## src/rtl/run_controller_pkg.sv

```systemverilog
// Shared encodings for the core run/reset sequencer.
package run_controller_pkg;

  typedef enum logic [2:0] {
    ST_HOLD = 3'd0,
    ST_IDLE = 3'd1,
    ST_RUN  = 3'd2,
    ST_STEP = 3'd3,
    ST_HALT = 3'd4
  } state_e;

  typedef enum logic [1:0] {
    CAUSE_NONE  = 2'd0,
    CAUSE_STOP  = 2'd1,
    CAUSE_LIMIT = 2'd2,
    CAUSE_BKPT  = 2'd3
  } cause_e;

endpackage

```

## src/rtl/run_controller_sat_counter.sv

```systemverilog
// Up-counter that sticks at all-ones; sync clear wins over enable.
module run_controller_sat_counter #(
  parameter int W = 16
) (
  input  logic         clk,
  input  logic         rst_n,
  input  logic         en,
  input  logic         clr,
  output logic [W-1:0] count
);

  logic [W-1:0] count_q, count_d;

  always_comb begin
    count_d = count_q;
    if (clr)                         count_d = '0;
    else if (en && (count_q != '1))  count_d = count_q + W'(1);
  end

  always_ff @(posedge clk or negedge rst_n) begin
    if (!rst_n) count_q <= '0;
    else        count_q <= count_d;
  end

  assign count = count_q;

endmodule

```

## src/rtl/run_controller.sv

```systemverilog
// Run/reset sequencer for the core: reset hold, free-run/single-step gating,
// cycle counting and halt on stop, cycle limit or PC breakpoint.
module run_controller
  import run_controller_pkg::*;
#(
  parameter int CNT_W      = 16,
  parameter int PC_W       = 8,
  parameter int RST_CYCLES = 2
) (
  input  logic             clk,
  input  logic             rst,
  input  logic             soft_rst,
  input  logic             start,
  input  logic             step,
  input  logic             stop,
  input  logic [CNT_W-1:0] limit,
  input  logic             bp_en,
  input  logic [PC_W-1:0]  bp_addr,
  input  logic [PC_W-1:0]  pc,
  output logic             core_reset,
  output logic             run,
  output logic [CNT_W-1:0] cycle_count,
  output logic             halted,
  output logic [1:0]       halt_cause
);

  localparam int                HOLD_W    = (RST_CYCLES > 1) ? $clog2(RST_CYCLES) : 1;
  localparam logic [HOLD_W-1:0] HOLD_LAST = HOLD_W'(RST_CYCLES - 1);

  state_e            state_q, state_d;
  cause_e            cause_q, cause_d;
  logic [HOLD_W-1:0] hold_cnt_q, hold_cnt_d;
  logic              resumed_q, resumed_d;
  logic              core_reset_q, core_reset_d;
  logic              run_q, run_d;
  logic              halted_q, halted_d;
  logic              lim_hit, bp_hit;

  // >= rather than == so a resume past the limit re-halts after one cycle.
  assign lim_hit = (limit != '0) && (cycle_count >= (limit - CNT_W'(1)));
  // First cycle after resuming from HALT may sit on the breakpoint PC.
  assign bp_hit  = bp_en && (pc == bp_addr) && !resumed_q;

  always_comb begin
    state_d    = state_q;
    cause_d    = CAUSE_NONE;
    hold_cnt_d = '0;
    resumed_d  = 1'b0;
    if (soft_rst) begin
      state_d = ST_HOLD;
    end else begin
      case (state_q)
        ST_HOLD: begin
          if (hold_cnt_q == HOLD_LAST) state_d    = ST_IDLE;
          else                         hold_cnt_d = hold_cnt_q + HOLD_W'(1);
        end
        ST_IDLE: begin
          if (start)     state_d = ST_RUN;
          else if (step) state_d = ST_STEP;
        end
        ST_RUN: begin
          if (stop) begin
            state_d = ST_HALT;
            cause_d = CAUSE_STOP;
          end else if (lim_hit) begin
            state_d = ST_HALT;
            cause_d = CAUSE_LIMIT;
          end else if (bp_hit) begin
            state_d = ST_HALT;
            cause_d = CAUSE_BKPT;
          end
        end
        ST_STEP: begin
          if (lim_hit) begin
            state_d = ST_HALT;
            cause_d = CAUSE_LIMIT;
          end else begin
            state_d = ST_IDLE;
          end
        end
        ST_HALT: begin
          if (start) begin
            state_d   = ST_RUN;
            resumed_d = 1'b1;
          end else if (step) begin
            state_d = ST_STEP;
          end else begin
            cause_d = cause_q;
          end
        end
        default: state_d = ST_HOLD;
      endcase
    end
    core_reset_d = (state_d == ST_HOLD);
    run_d        = (state_d == ST_RUN) || (state_d == ST_STEP);
    halted_d     = (state_d == ST_HALT);
  end

  always_ff @(posedge clk or negedge rst) begin
    if (!rst) begin
      state_q      <= ST_HOLD;
      cause_q      <= CAUSE_NONE;
      hold_cnt_q   <= '0;
      resumed_q    <= 1'b0;
      core_reset_q <= 1'b1;
      run_q        <= 1'b0;
      halted_q     <= 1'b0;
    end else begin
      state_q      <= state_d;
      cause_q      <= cause_d;
      hold_cnt_q   <= hold_cnt_d;
      resumed_q    <= resumed_d;
      core_reset_q <= core_reset_d;
      run_q        <= run_d;
      halted_q     <= halted_d;
    end
  end

  run_controller_sat_counter #(.W(CNT_W)) u_cycle_cnt (
    .clk   (clk),
    .rst_n (rst),
    .en    (run_q),
    .clr   (soft_rst),
    .count (cycle_count)
  );

  assign core_reset = core_reset_q;
  assign run        = run_q;
  assign halted     = halted_q;
  assign halt_cause = cause_q;

endmodule

```

## config.mk

```make
export PLATFORM = sky130hd
export DESIGN_NAME = run_controller
export DESIGN_NICKNAME = d
export VERILOG_FILES = /design/src/rtl/run_controller_pkg.sv /design/src/rtl/run_controller_sat_counter.sv /design/src/rtl/run_controller.sv
export SDC_FILE = /design/constraint.sdc
export NUM_CORES = 1
export LEC_CHECK = 0
export CAP_MARGIN = 20
export CORE_UTILIZATION = 42
export DETAILED_ROUTE_END_ITERATION = 10
export GPL_TIMING_DRIVEN = 0
export PLACE_DENSITY = 0.69
export SLEW_MARGIN = 25
export SYNTH_ARGS = -nofsm -noshare
export SYNTH_HDL_FRONTEND = slang
export SYNTH_HIERARCHICAL = 1
export SYNTH_SLANG_ARGS = --single-unit
```

## constraint.sdc

```tcl
create_clock -name clk -period 2.4 [get_ports clk]
set_input_delay 0.48 -clock clk [delete_from_list [all_inputs] [get_ports clk]]
set_output_delay 0.48 -clock clk [all_outputs]
set_load 0.05 [all_outputs]
```

==> metrics.txt, run 1 <==
status complete, but fails checks; failing checks negative setup slack; commonest non-fill, non-tap cell in the layout clkdlybuf4s50_1; Most Used Layer, Global Route met2; Lkg Pwr 1.229 nW; Worst Skew 0.006150 ns; first-pass GRT wire length 8935 um; Mapped Nets 292; CORE AREA 4848 sq um; Fillers 410; initial antenna violation count 0; FFs w/ async S/R, synth 100.0%; Sequential cell area 651.9 sq um; Starting Density 44.52%; worst vdd ir 392.1 uV; Placed Cells 360; vias per cell 5.532; DRC viols 0; Final Hold Viols 0; number of port buffers 59; P&R area growth vs syn 45.10%; power density cells 370.0 nW/um^2; final instance area 3132 sq um; via count 2102; max_cap viols 0; largest net degree at the start of global routing 27; Worst Path Required 2.61 ns; # rows 25; Die Y 73.69 um; Synth Warn # 6; HP Class input port to async pin; number of diodes 0; Pins Over Slew Limit 0; clock insertion delay at the later pin of the skew report 0.27 ns; Finished Core Util 64.59%; Yosys reg bits 26; die area 5429 sq um; Synth Flop Type dfrtp_1; Seq/Total Area, Yosys 30.20%; Avg WL per Cell 14.52 um; Final Wtd Congestion 0.7684; CTS tree yes; mapped cell area 2158 sq um; final antenna-violating net count 0; GRT met3 Usage 2.195%; initial DRC count 75; Die Width 73.69 um; r2r worst-path depth 8; Slew HR 58.93%; critical-path maximum fanout 5; Avg Cell Area, Syn 9.224 sq um; nets 372; crit start category input port; routing usage on met1 25.79%; max frequency 0.3258 GHz; CTS buffer count 3; RR Startpoint u_cycle_cnt/count[11]$_DFFE_PN0P_; DP Area 2884 sq um; WS Path Type input port to flip-flop; Final Setup Violations 8; synth unique cells 53; post-DP HPWL 3990 um; Top Ports 60; setup slack after layout -0.6694 ns; Clock Tree Buf Depth 2; multi-input logic area 1556 sq um; CTS sink count 26; share of layout cells above drive strength 1 19.49%; Finished Layout Cells 380; CP Data Arrival Time 3.27 ns; final WL 5517 um; RSZ-0062 raised after global routing yes; Crit. End Element flip-flop; post-route clock period utilization 127.9%; fin crit period 3.069 ns; H-tree depth 1; crit path from limit[6]; Worst-path clk slew 0.09 ns; Worst-Margin Slew 0.6160 ns; commonest non-fill, non-tap cells in the layout 46 x clkdlybuf4s50_1, 25 x dfrtp_1, 19 x a21oi_1; vias in the first global route 2040; Setup Total Neg Slack -4.865 ns; Global Route Usage Sum 21.18%; Post-synth EDFFs 0; First-pass DRT Iterations 4; Root Driver clkbuf_8; Syn Inst Count 234; M2 GR Usage 39.14%; global route overflow 0
## sequential cells by signal (all words and copies together), names as in the netlist
signal / cells
hold_cnt_q: 1
resumed_q: 1
halted: 1
u_cycle_cnt/count: 16
run: 1
state_q: 3
core_reset: 1
halt_cause: 2
## critical path, stage by stage
cell and delay (ns):
buf_8 0.10, nor4_4 0.30, buf_4 0.18, nand3_4 0.08
nor3_2 0.19, xnor2_1 0.10, ha_1 0.30, nand4_1 0.11
or4_1 0.53, o32a_1 0.33, a21oi_4 0.24, buf_6 0.14
o31ai_4 0.05, nor3_2 0.13
## area by class of cell
type	count	share of cell area, %
clock buffer	3	1.318
tap	67	2.677
buffer	5	0.8390
multi-input combinational	195	49.70
sequential	26	20.82
timing repair buffer	75	22.73
inverter	8	0.9589
clock inverter	1	0.9589
## cells by family after synthesis
kind of cell | count (synthesis) | synth area share (%)
and+or+nand+nor | 98 | 28.46
buffers and inverters | 13 | 2.609
AOI/OAI and AO/OA | 53 | 17.10
muxes | 4 | 2.087
xor gates and xnor gates | 21 | 8.521
adders and majority gates | 19 | 11.01
DFF | 26 | 30.20
## Yosys cell counts (3+ instances only)
| library cell | number | share of area [%] |
|---|---|---|
| nor2b_1 | 7 | 2.0 |
| nand2_1 | 17 | 3.0 |
| mux2_1 | 4 | 2.1 |
| dfrtp_1 | 25 | 29 |
| nor4_1 | 8 | 2.3 |
| nand3_1 | 5 | 1.2 |
| o21ai_1 | 5 | 1.2 |
| nor2_1 | 12 | 2.1 |
| nand4_1 | 10 | 2.9 |
| nor3_1 | 6 | 1.4 |
| and3_1 | 3 | 0.87 |
| clkbuf_1 | 4 | 0.70 |
| o31ai_1 | 8 | 2.8 |
| or4_1 | 6 | 2.1 |
| xor2_1 | 4 | 1.6 |
| o21ai_0 | 4 | 0.93 |
| xnor2_1 | 17 | 6.9 |
| a21oi_1 | 19 | 4.4 |
| ha_1 | 19 | 11 |
| inv_1 | 8 | 1.4 |
## final timing paths
check / to / slack, ns
setup / recovery: core_reset$_DFF_PN1_ / -0.67
hold / removal: halt_cause[0]$_DFFE_PN0P_ / 0.21
setup reg to reg: core_reset$_DFF_PN1_ / -0.04
hold reg to reg: halt_cause[1]$_DFFE_PN0P_ / 0.50
max in group asynchronous: u_cycle_cnt/count[7]$_DFFE_PN0P_ / 1.79
min in group clk: halt_cause[1]$_DFFE_PN0P_ / 0.50
## what timing repair did
| item | CTS | global route |
|---|---|---|
| endpoints found under the setup margin | 8 | 8 |
| resized for setup | 59 | 0 |
| pin swaps | 20 | 1 |
| hold buffers | 0 | 0 |
| buffers inserted | 15 | 1 |
## power breakdown
part | total (W) | internal, W | switching (W)
clock network | 0.000366 | 0.000223 | 0.000143
registers | 0.000478 | 0.000460 | 0.0000180
logic | 0.000314 | 0.000149 | 0.000165
total | 0.00116 | 0.000832 | 0.000326
## per-stage QoR
stage / hold slack [ns] / setup slack, ns / power (W)
after global placement: 0.4865 / -1.486 / 0.0007798
after CTS: 0.2216 / -0.6816 / 0.001167
final: 0.2086 / -0.6694 / 0.001159
after detailed placement: 0.4836 / -1.479 / 0.0007814
after global routing: 0.2511 / -0.8174 / 0.001218
after floorplan: 0.1844 / -0.6155 / 0.0006423
## per-layer routing
layer,up-vias,share of wire [%]
li1,1047,-
met1,987,44
met2,64,51
met3,4,4.5
met4,0,0.83
met5,-,0
No activity file was read; power rests on OpenSTA's default activity.
==> inputs of run 2 (changes only) <==
PLACE_DENSITY = 0.71   (was 0.69)
==> metrics.txt, run 2 (synthesis results as in run 1) <==
CTS sink count 26 (unchanged); failing checks negative setup slack; Most Used Layer, Global Route met2; worst vdd ir 335.6 uV (-14%); CP top delay family simple AND/OR/NAND/NOR gates; Avg WL per Cell 14.63 um (+0.80%); First-pass DRT Iterations 5 (+1); clock network fraction of design power 26.7% (-4.9 points); Clock Tree Buf Depth 2 (unchanged); first-pass GRT wire length 9011 um (+0.85%); post-DP HPWL 3998 um (+0.18%); critical-path maximum fanout 4 (-1); Sequential cell area 651.9 sq um (unchanged); total power 0.001086 W (-6.3%); initial DRC count 76 (+1.3%); number of port buffers 59 (unchanged); post-route clock period utilization 130.1% (+2.2 points); final antenna-violating net count 0 (unchanged); GRT met3 Usage 1.509% (-0.69 points); initial antenna violation count 0 (unchanged); critical path buffer and inverter count 5 (+2); nets 378 (+1.6%); Final Hold Viols 0 (unchanged); vias per cell 5.604 (+1.3%); commonest non-fill, non-tap cell in the layout clkdlybuf4s50_1; hold_buf cts 0 (unchanged); Global Route Usage Sum 21.43% (+0.25 points); Worst-path clk slew 0.09 ns (about the same); Worst-Margin Slew 0.5916 ns (-0.02446 ns); # rows 25 (unchanged); power density cells 340.4 nW/um^2 (-8.0%); Top cell by count, worst path buf_4; commonest non-fill, non-tap cells in the layout 46 x clkdlybuf4s50_1, 25 x dfrtp_1, 18 x a21oi_1, 18 x ha_1, 18 x buf_4; Top Ports 60 (unchanged); largest net degree at the start of global routing 27 (unchanged); sequential share of power 44.0% (+2.8 points); Die Width 73.69 um (unchanged); crit start category input port; WS Path Type input port to flip-flop; CTS buffer count 3 (unchanged); Final Wtd Congestion 0.7528 (-2.0%); fin crit period 3.123 ns (+0.05310 ns); Worst path max stage delay 0.53 ns (about the same); number of diodes 0 (unchanged); share of layout cells above drive strength 1 22.26% (+2.8 points); Placed Cells 360 (unchanged); Crit. End Element flip-flop; H-tree depth 1 (unchanged); Largest register FFs 16 (unchanged); CTS tree yes; Finished Layout Cells 386 (+1.6%); clock insertion delay at the later pin of the skew report 0.27 ns (about the same); routing usage on met1 26.62% (+0.83 points); Pint 0.0007557 W (-9.2%); max frequency 0.3203 GHz (-1.7%); multi-input logic area 1584 sq um (+1.8%); P&R area growth vs syn 47.77%; via count 2163 (+2.9%); CORE AREA 4848 sq um (unchanged); setup slack after layout -0.7225 ns (-0.05310 ns); CP max stage cell or4_1; status complete, but fails checks; M2 GR Usage 38.84% (-0.31 points); Lkg Pwr 1.269 nW (+3.2%); max_cap viols 0 (unchanged); global route overflow 0 (unchanged); Worst Path Required 2.60 ns (about the same); Switching Power 0.0003301 W (+1.1%); Slew HR 60.56% (+1.6 points); Placement Setup Slack -1.527 ns (-0.04806 ns); final WL 5649 um (+2.4%); RSZ-0062 raised after global routing yes; DRC viols 0 (unchanged); vias in the first global route 2015 (-1.2%); crit-path cells buf_8 -> nor4_4 -> buf_4 -> nand3_4 -> buf_4 -> xor2_1 -> ha_1 -> nand4_1 -> or4_1 -> o32a_1 -> a21oi_4 -> buf_4 -> buf_6 -> a21oi_2 -> o21ai_1; Comb power frac 29.3% (+2.2 points); die area 5429 sq um (unchanged); Die Y 73.69 um (unchanged); Switching Fraction 30.40% (+2.2 points); Starting Density 44.52% (unchanged); Pins Over Slew Limit 0 (unchanged); Final Setup Violations 8 (unchanged); Worst Skew 0.001430 ns (-0.004719 ns); HP Class input port to async pin; Root Driver clkbuf_8; CP Data Arrival Time 3.33 ns (+0.06 ns); Fillers 394 (-3.9%)
## run 2: metrics by stage
| step | TNS (ns) | hold slack [ns] | instance area [sq um] | util, % |
|---|---|---|---|---|
| 5_1_grt | -6.361 | 0.2437 | 3189 | 65.78 |
| 3_5_place_dp | -11.35 | 0.4848 | 2884 | 59.48 |
| 6_report | -5.181 | 0.1991 | 3189 | 65.78 |
| 2_1_floorplan | -4.309 | 0.1844 | 2215 | - |
| 3_3_place_gp | -11.20 | 0.4833 | 2889 | 59.59 |
| 4_1_cts | -4.953 | 0.2284 | 3113 | 64.21 |
## run 2: path summary, 6_finish.rpt
path,start,end,slack [ns],depth (start not counted)
setup / recovery,limit[5],halt_cause[1]$_DFFE_PN0P_,-0.72,15
hold / removal,rst,halt_cause[0]$_DFFE_PN0P_,0.20,1
setup reg to reg,u_cycle_cnt/count[0]$_DFFE_PN0P_,core_reset$_DFF_PN1_,-0.12,9
hold reg to reg,halt_cause[1]$_DFFE_PN0P_,halt_cause[1]$_DFFE_PN0P_,0.51,2
max in group asynchronous,rst,u_cycle_cnt/count[0]$_DFFE_PN0P_,1.81,1
min in group clk,halt_cause[1]$_DFFE_PN0P_,halt_cause[1]$_DFFE_PN0P_,0.51,2
## run 2: layer usage
metal | part of all wire [%] | up-vias
met1 | 44 | 1026
met4 | 1.3 | 0
li1 | - | 1063
met5 | 0 | -
met3 | 3.9 | 6
met2 | 51 | 68
## run 2: layout make-up
cell class | instances | area share (%)
tap | 67 | 2.628
clock buffer | 4 | 1.726
buffer | 5 | 0.8239
sequential | 26 | 20.44
multi-input combinational | 195 | 49.67
timing repair buffer | 81 | 23.77
inverter | 8 | 0.9415
## run 2: repair_timing
item                       in CTS  in global routing
gates resized for setup        58                 11
setup buffers                  17                  5
pin swaps                      18                  6
setup endpoints to repair       8                  8
## run 2: power by group through the flow
stage          clock, W  combinational (W)  sequential (W)
5_1_grt        0.000312           0.000347        0.000481
3_3_place_gp          0           0.000294        0.000487
6_report       0.000290           0.000318        0.000478
2_1_floorplan         0           0.000125        0.000518
4_1_cts        0.000293           0.000310        0.000478
3_5_place_dp          0           0.000298        0.000485
==> inputs of run 3 (changes only) <==
GPL_ROUTABILITY_DRIVEN = 1   (was default)
GPL_TIMING_DRIVEN = 1   (was 0)
==> metrics.txt, run 3 (synthesis results as in run 1) <==
status complete, but fails checks; failing checks negative setup slack; first-pass GRT wire length 9742 um (+8.1%); CP Data Arrival Time 3.34 ns (about the same); number of port buffers 59 (unchanged); Final Wtd Congestion 0.8483 (+13%); Final Setup Violations 8 (unchanged); global route overflow 0 (unchanged); final antenna-violating net count 0 (unchanged); final WL 6100 um (+8.0%); vias per cell 5.475 (-2.3%); clock insertion delay at the later pin of the skew report 0.28 ns (about the same); Root Driver clkbuf_8; worst hold slack 0.5144 ns (+0.3153 ns); CTS tree yes; max frequency 0.3161 GHz (-1.3%); power density cells 347.9 nW/um^2 (+2.2%); post-DP HPWL 4473 um (+12%); Worst-Margin Slew 0.5764 ns (-0.01520 ns); fin crit period 3.164 ns (+0.04131 ns); DP Area 3208 sq um (+11%); clock network fraction of design power 30.8% (+4.1 points); # rows 25 (unchanged); critical-path maximum fanout 6 (+2); RSZ-0062 raised after global routing yes; Die Y 73.69 um (unchanged); Slew HR 61.53% (+0.97 points); Switching Fraction 28.28% (-2.1 points); Global Route Usage Sum 23.24% (+1.8 points); Final Hold Viols 0 (unchanged); crit start category input port; Starting Density 44.52% (unchanged); final instance area 3435 sq um (+7.7%); RR Startpoint u_cycle_cnt/count[11]$_DFFE_PN0P_; CTS buffer count 3 (unchanged); hold_buf cts 0 (unchanged); share of layout cells above drive strength 1 28.86% (+6.6 points); largest net degree at the start of global routing 27 (unchanged); Worst Skew 0.005145 ns (+0.003714 ns); nets 409 (+8.2%); post-route clock period utilization 131.8% (+1.7 points); die area 5429 sq um (unchanged); initial antenna violation count 0 (unchanged); Placement Setup Slack -1.354 ns (+0.1734 ns); CORE AREA 4848 sq um (unchanged); Top Ports 60 (unchanged); Switching Power 0.0003378 W (+2.4%); sequential share of power 39.8% (-4.2 points); commonest non-fill, non-tap cells in the layout 55 x buf_4, 47 x clkdlybuf4s50_1, 25 x dfrtp_1; Avg WL per Cell 14.63 um (about the same); Largest register FFs 16 (unchanged); initial DRC count 90 (+18%); Crit. End Element flip-flop; commonest non-fill, non-tap cell in the layout buf_4; Die Width 73.69 um (unchanged); Worst-path clk slew 0.09 ns (about the same); WS Path Type input port to flip-flop; Comb power frac 29.4% (about the same); worst vdd ir 413.1 uV (+23%); vias in the first global route 2268 (+13%); min-delay src halt_cause[1]$_DFFE_PN0P_; First-pass DRT Iterations 4 (-1); total power 0.001195 W (+10%); Worst Path Required 2.58 ns (-0.02 ns); H-tree depth 1 (unchanged); setup slack after layout -0.7638 ns (-0.04131 ns); via count 2283 (+5.5%); Pins Over Slew Limit 0 (unchanged); DRC viols 0 (unchanged); Lkg Pwr 1.450 nW (+14%); HP Class flip-flop to flip-flop; crit path from limit[3]; CTS sink count 26 (unchanged); Clock Tree Buf Depth 2 (unchanged); P&R area growth vs syn 59.13%; max_cap viols 0 (unchanged); Pint 0.0008569 W (+13%); number of diodes 0 (unchanged)
## run 3: changes by cell type in the layout (fill, tap and decap cells not counted), sizes merged
cell | previous run | this run
clkdlybuf4s50 | 46 | 47
clkbuf | 8 | 3
bufinv | 0 | 1
dlygate4sd2 | 2 | 4
buf | 32 | 64
## run 3: power groups by stage
stage                     logic (W)  clock network [W]  registers (W)
after floorplan            0.000125                  0       0.000518
after global placement     0.000330                  0       0.000485
after detailed placement   0.000336                  0       0.000484
after CTS                  0.000342           0.000371       0.000476
after global routing       0.000379           0.000388       0.000478
final                      0.000351           0.000368       0.000475
## run 3: cell type report
class / instances / area (sq um)
timing repair buffer: 117 / 1020
sequential: 26 / 651.9
clock buffer: 3 / 41.29
tap: 67 / 83.83
multi-input combinational: 195 / 1578
clock inverter: 1 / 30.03
inverter: 8 / 30.03
fill: 389 / 1414
## run 3: final timing paths
kind	end	slack, ns	cells past startpoint
max	state_q[0]$_DFF_PN0_	-0.76	13
min	halt_cause[1]$_DFFE_PN0P_	0.51	2
max reg2reg	state_q[0]$_DFF_PN0_	0.01	7
min reg2reg	halt_cause[1]$_DFFE_PN0P_	0.51	2
max in group asynchronous	core_reset$_DFF_PN1_	1.54	2
min in group asynchronous	u_cycle_cnt/count[11]$_DFFE_PN0P_	0.56	2
## run 3: what timing repair did
action / in CTS / in global routing
endpoints found under the setup margin: 8 / 8
gates cloned: 0 / 0
endpoints found under the hold margin: 0 / 0
pin swaps: 16 / 10
resized for setup: 49 / 4
buffers inserted: 9 / 3
## run 3: metrics by stage
stage                     TNS, ns  utilization [%]  std cells
after floorplan            -4.309                -        234
after global placement     -10.01            66.17        401
after detailed placement   -10.37            66.17        401
after CTS                  -5.789            70.01        414
after global routing       -7.065            70.84        417
final                      -5.671            70.84        417
## run 3: layer usage
layer,global-route usage [%],wire [um]
met1,28.02,2596
met5,0,0
met4,8.333,127
met2,42.51,3117
met3,2.332,259
## run 3: worst max-delay path: stages
cell and delay (ns):
dlygate4sd2_1 0.27, buf_4 0.16, nor2_4 0.15, nand3_4 0.13, nor3_2 0.21, xnor2_1 0.09
ha_1 0.29, nand4_1 0.14, or4_1 0.52, o32a_1 0.39, a21oi_4 0.25, a211oi_2 0.13
buf_4 0.14
